==> src/rtl/fetch_unit.sv <==
`default_nettype none
// ============================================================================
// Module   : fetch_unit
// Brief    : PC sequencing with predictor steering, feeding a fetch queue to decode.
// Revision : 1.0 - initial release
// ============================================================================
module fetch_unit #(
    parameter logic [31:0] RESET_PC = 32'h0000_0000,
    parameter int          FQ_DEPTH = 4
) (
    input  logic        CLK,
    input  logic        nRST,
    output logic        imem_req,
    output logic [31:0] imem_addr,
    input  logic        imem_ready,
    input  logic [31:0] imem_rdata,
    output logic [31:0] bp_pc,
    input  logic        bp_predicted_outcome,
    input  logic [31:0] bp_predicted_target,
    input  logic        redirect,
    input  logic [31:0] redirect_pc,
    input  logic        halt,
    output logic        dq_valid,
    input  logic        dq_ready,
    output logic [31:0] dq_instr,
    output logic [31:0] dq_pc,
    output logic        dq_pred_taken,
    output logic [31:0] dq_pred_target
);

    localparam int               PTR_W      = $clog2(FQ_DEPTH);
    localparam int               CNT_W      = PTR_W + 1;
    localparam logic [CNT_W-1:0] FULL_COUNT = CNT_W'(FQ_DEPTH);

    localparam logic [0:0] RUN    = 1'b0;
    localparam logic [0:0] HALTED = 1'b1;

    typedef struct packed {
        logic [31:0] instr;
        logic [31:0] pc;
        logic        pred_taken;
        logic [31:0] pred_target;
    } fq_entry_t;

    logic [0:0]       state;
    logic [0:0]       next_state;
    logic [31:0]      pc;
    logic [31:0]      pc_next;
    logic [PTR_W-1:0] head;
    logic [PTR_W-1:0] tail;
    logic [CNT_W-1:0] count;
    logic             full;
    logic             fetch;
    logic             pop;
    fq_entry_t        storage [FQ_DEPTH];
    fq_entry_t        head_entry;
    fq_entry_t        new_entry;

    // ------------------------------------------------------------------
    // Control FSM
    // ------------------------------------------------------------------
    always_ff @(posedge CLK or negedge nRST) begin
        if (!nRST) begin
            state <= RUN;
        end else begin
            state <= next_state;
        end
    end

    always_comb begin
        next_state = state;
        case (state)
            RUN:     if (halt && !redirect) next_state = HALTED;
            HALTED:  if (redirect)          next_state = RUN;
            default: next_state = RUN;
        endcase
    end

    always_comb begin
        imem_req = 1'b0;
        if ((state == RUN) && !halt && !redirect && !full) begin
            imem_req = 1'b1;
        end
    end

    // ------------------------------------------------------------------
    // Handshakes; a redirect squashes both queue operations
    // ------------------------------------------------------------------
    assign full     = (count == FULL_COUNT);
    assign dq_valid = (count != '0);
    assign fetch    = imem_req && imem_ready;
    assign pop      = dq_valid && dq_ready && !redirect;

    // ------------------------------------------------------------------
    // PC register
    // ------------------------------------------------------------------
    always_comb begin
        pc_next = pc;
        if (redirect) begin
            pc_next = redirect_pc;
        end else if (fetch) begin
            pc_next = bp_predicted_outcome ? bp_predicted_target : (pc + 32'd4);
        end
    end

    always_ff @(posedge CLK or negedge nRST) begin
        if (!nRST) begin
            pc <= RESET_PC;
        end else begin
            pc <= pc_next;
        end
    end

    assign imem_addr = pc;
    assign bp_pc     = pc;

    // ------------------------------------------------------------------
    // Queue pointers and occupancy; pointers wrap naturally at a power of two
    // ------------------------------------------------------------------
    always_ff @(posedge CLK or negedge nRST) begin
        if (!nRST) begin
            head  <= '0;
            tail  <= '0;
            count <= '0;
        end else if (redirect) begin
            head  <= '0;
            tail  <= '0;
            count <= '0;
        end else begin
            if (fetch) begin
                tail <= tail + 1'b1;
            end
            if (pop) begin
                head <= head + 1'b1;
            end
            case ({fetch, pop})
                2'b10:   count <= count + 1'b1;
                2'b01:   count <= count - 1'b1;
                default: count <= count;
            endcase
        end
    end

    // ------------------------------------------------------------------
    // Queue storage (not reset: occupancy alone decides validity)
    // ------------------------------------------------------------------
    always_comb begin
        new_entry.instr       = imem_rdata;
        new_entry.pc          = pc;
        new_entry.pred_taken  = bp_predicted_outcome;
        new_entry.pred_target = bp_predicted_target;
    end

    always_ff @(posedge CLK) begin
        if (fetch) begin
            storage[tail] <= new_entry;
        end
    end

    assign head_entry     = storage[head];
    assign dq_instr       = head_entry.instr;
    assign dq_pc          = head_entry.pc;
    assign dq_pred_taken  = head_entry.pred_taken;
    assign dq_pred_target = head_entry.pred_target;

endmodule
`default_nettype wire
==> config.mk <==
export PLATFORM = sky130hd
export DESIGN_NAME = fetch_unit
export DESIGN_NICKNAME = d
export VERILOG_FILES = /design/src/rtl/fetch_unit.sv
export SDC_FILE = /design/constraint.sdc
export NUM_CORES = 1
export LEC_CHECK = 0
export ABC_AREA = 1
export BUFFER_PORTS_ARGS = -buffer_cell sky130_fd_sc_hd__buf_2
export CAP_MARGIN = 20
export CORE_MARGIN = 2
export CORE_UTILIZATION = 57
export CTS_CLUSTER_SIZE = 24
export DETAILED_ROUTE_END_ITERATION = 16
export PLACE_DENSITY = 0.8
export SETUP_SLACK_MARGIN = 0.3
export SLEW_MARGIN = 0
export SYNTH_ARGS = -nofsm -noshare
export SYNTH_HDL_FRONTEND = slang
export SYNTH_SLANG_ARGS = --single-unit
==> constraint.sdc <==
create_clock -name CLK -period 7.8 [get_ports CLK]
set_input_delay 1.17 -clock CLK [delete_from_list [all_inputs] [get_ports CLK]]
set_output_delay 1.17 -clock CLK [all_outputs]
set_load 0.01 [all_outputs]
==> metrics.yaml, run 1 <==
outcome: "finished clean"
hold_viol: 0
placed_cell_area_mm2: 0.01891
num_vias: 12278
final_nets: 1776
period_share: 0.6081
drv_slew: 0
drt-total-wl_um: 42610
numCtsBuffers: 43
cts_resized: 0
die_area_mm2: 0.03216
synth_top_area_frac: 0.6649
synth-seq-area-share: 0.7220
antenna_found_initial: 4
port-buffer-count: 265
wl_per_cell_um: 20.31
hold_depth: 2
worst_pin_slew_ns: 1.140
hold_ws_ns: 0.5369
hold_start: "state"
cpPeakStageDelay_ns: 0.82
setup_violations: 0
hpwl_um: 26050
crit_required_ns: 6.63
final_layout_size_suffix_gt1_frac: 0.2113
cp-end-kind: "primary output"
cts_tree: "yes"
fin_ws_ns: 3.057
syn_to_final_growth_pct: 15.62
yosys-top-cells-area: "edfxtp_1 66%, o21ai_0 5.9%, dfrtp_1 5.7%, nor2_1 5.6%, o22ai_1 3.9%"
clock.fmax_ghz: 0.2108
start_kind: "flop"
core-area_mm2: 0.03043
first_iter_violations: 1218
cts_buffer_depth: 3
fin_crit_ns: 4.743
reg2reg_to: "storage[1][67]"
slew_headroom: 0.2390
stdcell_area_mm2: 0.02026
finalClockSkew_ns: 0.01642
globalRoute.totalOverflow: 0
leakage_uw: 0.007535
track_usage: 0.2629
grt_pass1_wl_um: 63900
ant_nets: 0
post-place-ws_ns: 3.440
dr.pass1.iters: 6
synth_top_area_cell: "edfxtp_1"
initial_core_util: 0.5759
crit_type: "reg -> out"
ff2ff_setup_slack_ns: 4.42
cts_max_level: 2
grt_max_degree: 112
post-cts-setup-buffers: 0
drc: 0
rows: 64
synth_cell_type_count: 32
syn_avg_cell_area_um2: 12.04
ir_drop_mv: 0.2057
cp_slowest_cell: "dfrtp_4"
synthesis.instances: 1455
rsz0062_at_grt: "false"
clockRootBuffer: "clkbuf_16"
r2r_cells: 5
nFillCells: 2230
grt_pass1_vias: 11458
reg2reg_from: "count[0]"
hp-class: "reg -> reg"
postCtsHoldBufs: 0
yosys_warnings: 0
worst-path-max-fanout: 111
setup_tns_ns: 0
dieWidth_um: 179.3
pwr_density_cell_mw_per_mm2: 245.6
arrival_ns: 3.57
synth.net_count: 1564
place_congestion: 0.9279
cap_violations: 0
hold_end: "state"
clkTransAtPathRegs_ns: 0.06
cts_sinks: 428
routed_via_density: 5.852
critical_path.cell_chain: "inv_6 > buf_4 > o21ai_0 > o22ai_1 > buf_2"
netlist_area_mm2: 0.01752
ys_ff_latch: 428
die_h_um: 179.3
clock_latency_ns: 0.53
io_pins: 266
-- sequential cells by signal, summed over array words and instances, names as in the netlist --
signal   flops
state        1
count        3
tail         2
bp_pc       32
storage    388
head         2
-- power by group --
part	switching, uW	leakage [uW]	total (uW)	internal (uW)
Clock	803	0.000642	1940	1140
Combinational	246	0.00290	379	133
Sequential	92.6	0.00399	2660	2570
-- logic make-up after synthesis --
family / share of synthesized area
and+or+nand+nor: 0.1194
DFF: 0.7220
AOI/OAI and AO/OA: 0.1097
buffers and inverters: 0.04312
adders and majority gates: 0.004712
xor gates and xnor gates: 0.0009998
-- routing by layer --
metal  routed length, um  global-route usage  up-vias
li1                    -                   -     5634
met1               16740              0.3567     5950
met2               20880              0.4301      594
met3                3676             0.05021       98
met4                1296             0.09241        2
met5                  13                   0        -
-- layout make-up --
class,count,area [um^2],share of cell area
Sequential cell,428,12660,0.6248
Multi-Input combinational cell,872,4146,0.2046
Timing Repair Buffer,276,1446,0.07138
Clock buffer,63,1204,0.05940
Tap cell,396,495.5,0.02445
Inverter,46,178.9,0.008830
Clock inverter,14,123.9,0.006113
Antenna cell,3,7.507,0.0003705
-- per-stage QoR --
step	total power [uW]	std cells	utilization
global placement	3071	2016	0.6207
global route	5141	2096	0.6657
detailed placement	3082	2017	0.6213
floorplan	2902	1455	-
finish	4977	2098	0.6659
CTS	5001	2094	0.6650
-- cell usage after synthesis --
master / number
a21oi_1: 16
a21oi_2: 1
a31oi_1: 4
buf_2: 30
buf_4: 36
clkbuf_1: 42
clkbuf_2: 1
dfrtp_1: 40
edfxtp_1: 388
fa_1: 1
ha_1: 5
inv_1: 42
inv_2: 4
nand2_1: 174
nand2_2: 4
nand3_1: 46
nand3_2: 2
nand3b_1: 10
nand4_1: 4
nor2_1: 260
nor2_2: 6
nor2_4: 3
nor3_1: 1
o211ai_1: 4
o21a_1: 2
o21ai_0: 206
o21ai_1: 10
o22ai_1: 108
o31ai_1: 1
or2_0: 1
or2_2: 1
xor2_1: 2
-- worst max-delay path by stage --
stage | start | cells after the start | to | slack (ns)
after floorplan | halt | 6 | storage[0][0] | 1.55
after global placement | redirect | 5 | storage[1][63] | 3.46
after detailed placement | redirect | 5 | storage[1][69] | 3.44
after CTS | head[0] | 5 | dq_pc[31] | 3.06
after global routing | head[0] | 5 | dq_pc[31] | 2.76
final | head[0] | 5 | dq_pc[31] | 3.06
-- layout by cell type (no fill, tap or decap), drive strengths merged --
cell type and instances:
a21oi 17, a31oi 4, buf 276, bufinv 2, clkbuf 63, clkinv 11
clkinvlp 1, dfrtp 40, diode 3, edfxtp 388, fa 1, ha 5
inv 46, nand2 178, nand3 48, nand3b 10, nand4 4, nor2 269
nor3 1, o211ai 4, o21a 2, o21ai 216, o22ai 108, o31ai 1
or2 2, xor2 2
-- critical path: cells and delay by family, from the launching register on --
family	cells	cell delay, ns
AO/OA/AOI/OAI	2	0.41
buffers and inverters	3	1.64
flip-flops	1	0.82
(Power assumes the default switching activity.)
==> run 2: changes to the inputs <==
--- a/config.mk
+++ b/config.mk
@@ -9,10 +9,10 @@
 export BUFFER_PORTS_ARGS = -buffer_cell sky130_fd_sc_hd__buf_2
 export CAP_MARGIN = 20
 export CORE_MARGIN = 2
-export CORE_UTILIZATION = 57
+export CORE_UTILIZATION = 51
 export CTS_CLUSTER_SIZE = 24
 export DETAILED_ROUTE_END_ITERATION = 16
-export PLACE_DENSITY = 0.8
+export PLACE_DENSITY = 0.76
 export SETUP_SLACK_MARGIN = 0.3
 export SLEW_MARGIN = 0
 export SYNTH_ARGS = -nofsm -noshare
==> constraint.sdc (replaced) <==
create_clock -name CLK -period 4.2 [get_ports CLK]
set_input_delay 0.63 -clock CLK [delete_from_list [all_inputs] [get_ports CLK]]
set_output_delay 0.63 -clock CLK [all_outputs]
set_load 0.01 [all_outputs]
==> run 2 against run 1 <==
  * Non-clock buffer count is 12 higher
  * Final area grew 1.2%
  * Power grew 86%
  * Routed wire length is 3.2% higher
  * Largest power group unchanged
  * Via count fell by 0.55%
  * Cell count is 3.2% higher
  * Flip-flop and latch count is the same
  * First-iteration DRC count fell by 9.8%
  * Count of clock-buffer cells in the layout decreased by 3
==> metrics.yaml, run 2 (synthesis results as in run 1) <==
final_cell_mix: "388 x edfxtp_1, 265 x buf_2, 256 x nor2_1, 206 x o21ai_0, 174 x nand2_1"
cts_resized: 0  # unchanged
ff2ff_setup_slack_ns: 1.90  # -2.52 ns
post-place-ws_ns: 1.618  # -1.822 ns
r2r_cells: 8  # +3
ant_nets: 0  # unchanged
critical_path.cell_chain: "buf_12 > buf_12 > o21ai_0 > o22ai_1 > buf_2"
grt_pass1_vias: 11434  # -0.21%
drt-total-wl_um: 43980  # +3.2%
cp_slowest_cell: "dfrtp_4"
initial_core_util: 0.5200  # -0.05589
cap_violations: 0  # unchanged
path_common_cell: "buf_12"
clock_latency_ns: 0.54  # about the same
crit_cells: 5  # unchanged
final_common_cell: "edfxtp_1"
leakage_uw: 0.007616  # +1.1%
grt_max_degree: 118  # +5.4%
place_congestion: 0.9243  # -0.39%
rsz0062_at_grt: "false"
fin_crit_ns: 3.109
cts_sinks: 428  # unchanged
dieWidth_um: 189.4  # +5.6%
rows: 67  # +4.7%
critPathCapture: "dq_pc[5]"
hpwl_um: 27330  # +4.9%
final_layout_size_suffix_gt1_frac: 0.2150  # +0.003653
arrival_ns: 2.48  # -1.09 ns
syn_to_final_growth_pct: 17.01
cp-end-kind: "primary output"
reg2reg_from: "count[1]"
drv_slew: 0  # unchanged
worst_pin_slew_ns: 1.011  # -0.1296 ns
setup_violations: 0  # unchanged
io_pins: 266  # unchanged
post-route-util: 0.6085  # -0.05739
critical-path-top-delay-family: "buffers and inverters"
reg2reg_to: "bp_pc[8]"
outcome: "finished clean"
final_nets: 1789  # +0.73%
cpPeakStageDelay_ns: 0.45  # -0.37 ns
slew_headroom: 0.3262  # +0.08719
globalRoute.totalOverflow: 0  # unchanged
post-cts-setup-buffers: 0  # unchanged
clockRootBuffer: "clkbuf_16"
crit_type: "reg -> out"
crit_required_ns: 3.57  # -3.06 ns
first_iter_violations: 1099  # -9.8%
cts_max_level: 2  # unchanged
startpoint: "head[0]"
setup_tns_ns: 0  # unchanged
die_area_mm2: 0.03586  # +11%
port-buffer-count: 265  # unchanged
routed_via_density: 5.638  # -3.7%
numCtsBuffers: 44  # +2.3%
postCtsHoldBufs: 0  # unchanged
dr.pass1.iters: 5  # -1
hold_viol: 0  # unchanged
grt_pass1_wl_um: 65780  # +2.9%
wl_per_cell_um: 20.31  # about the same
ir_drop_mv: 0.3301  # +60%
track_usage: 0.2406  # -0.02231
core-area_mm2: 0.03370  # +11%
clock.fmax_ghz: 0.3216
critPathBufInv: 3  # unchanged
drc: 0  # unchanged
cts_tree: "yes"
hp-class: "in -> async"
antenna_found_initial: 7  # +3
clkTransAtPathRegs_ns: 0.06  # about the same
die_h_um: 189.4  # +5.6%
fin_ws_ns: 1.091  # -1.966 ns
start_kind: "flop"
period_share: 0.7402
num_vias: 12211  # -0.55%
finalClockSkew_ns: 0.01411  # -0.002310 ns
regMostFlops: "storage"
pwr_density_cell_mw_per_mm2: 450.8  # +84%
cts_buffer_depth: 3  # unchanged
largest_reg_flops: 388  # unchanged
worst-path-max-fanout: 117  # +5.4%
run 2: changes by cell type in the layout (fill, tap and decap cells not counted), sizes merged:
cell and change:
buf +12, clkinv +6, clkbuf -3, diode +3, clkinvlp -1, inv -1
run 2: worst min path at each step:
| stage | startpoint | endpoint | slack [ns] | depth (start not counted) |
|---|---|---|---|---|
| floorplan | nRST | bp_pc[0] | 0.33 | 0 |
| global placement | state | state | 0.51 | 2 |
| detailed placement | state | state | 0.51 | 2 |
| CTS | nRST | bp_pc[20] | 0.28 | 1 |
| global route | imem_rdata[11] | storage[3][76] | 0.29 | 1 |
| finish | nRST | bp_pc[19] | 0.25 | 1 |
run 2: per-stage QoR:
stage	instance area, um^2	hold slack (ns)	cells	power [uW]
floorplan	17530	0.3344	1455	5387
global placement	19180	0.5055	2082	5720
detailed placement	19180	0.5092	2082	5740
CTS	20490	0.2830	2160	9313
global route	20500	0.2927	2163	9548
finish	20510	0.2529	2166	9243
run 2: cell type report:
| class | count | area (um^2) |
|---|---|---|
| diodes | 6 | 15.01 |
| clock buffers | 60 | 1182 |
| clock inverters | 18 | 126.4 |
| fillers | 2658 | 13190 |
| inverters | 46 | 178.9 |
| multi-input cells | 872 | 4146 |
| flip-flops and latches | 428 | 12660 |
| well taps | 448 | 560.5 |
| repair buffers | 288 | 1637 |
run 2: per-layer routing:
metal  routed length (um)  up-vias  share of wire  track usage
li1                     -     5668              -            -
met4                 1504        4          0.034      0.09750
met5                   27        -        0.00061            0
met1                17720     5922           0.40       0.3216
met3                 3543       93          0.081      0.04486
met2                21190      524           0.48       0.3919
run 2: where the power goes:
part	switching [uW]	leakage [uW]	internal, uW
clock network	1510	0.000637	2080
logic	474	0.00298	259
registers	155	0.00399	4760
run 2: worst register-to-register path, delay by kind of cell, from the launching register on:
family          cells  cell delay (ns)
compound gates      1             0.07
flops               1             0.42
buf+inv             1             0.55
simple gates        6             1.15
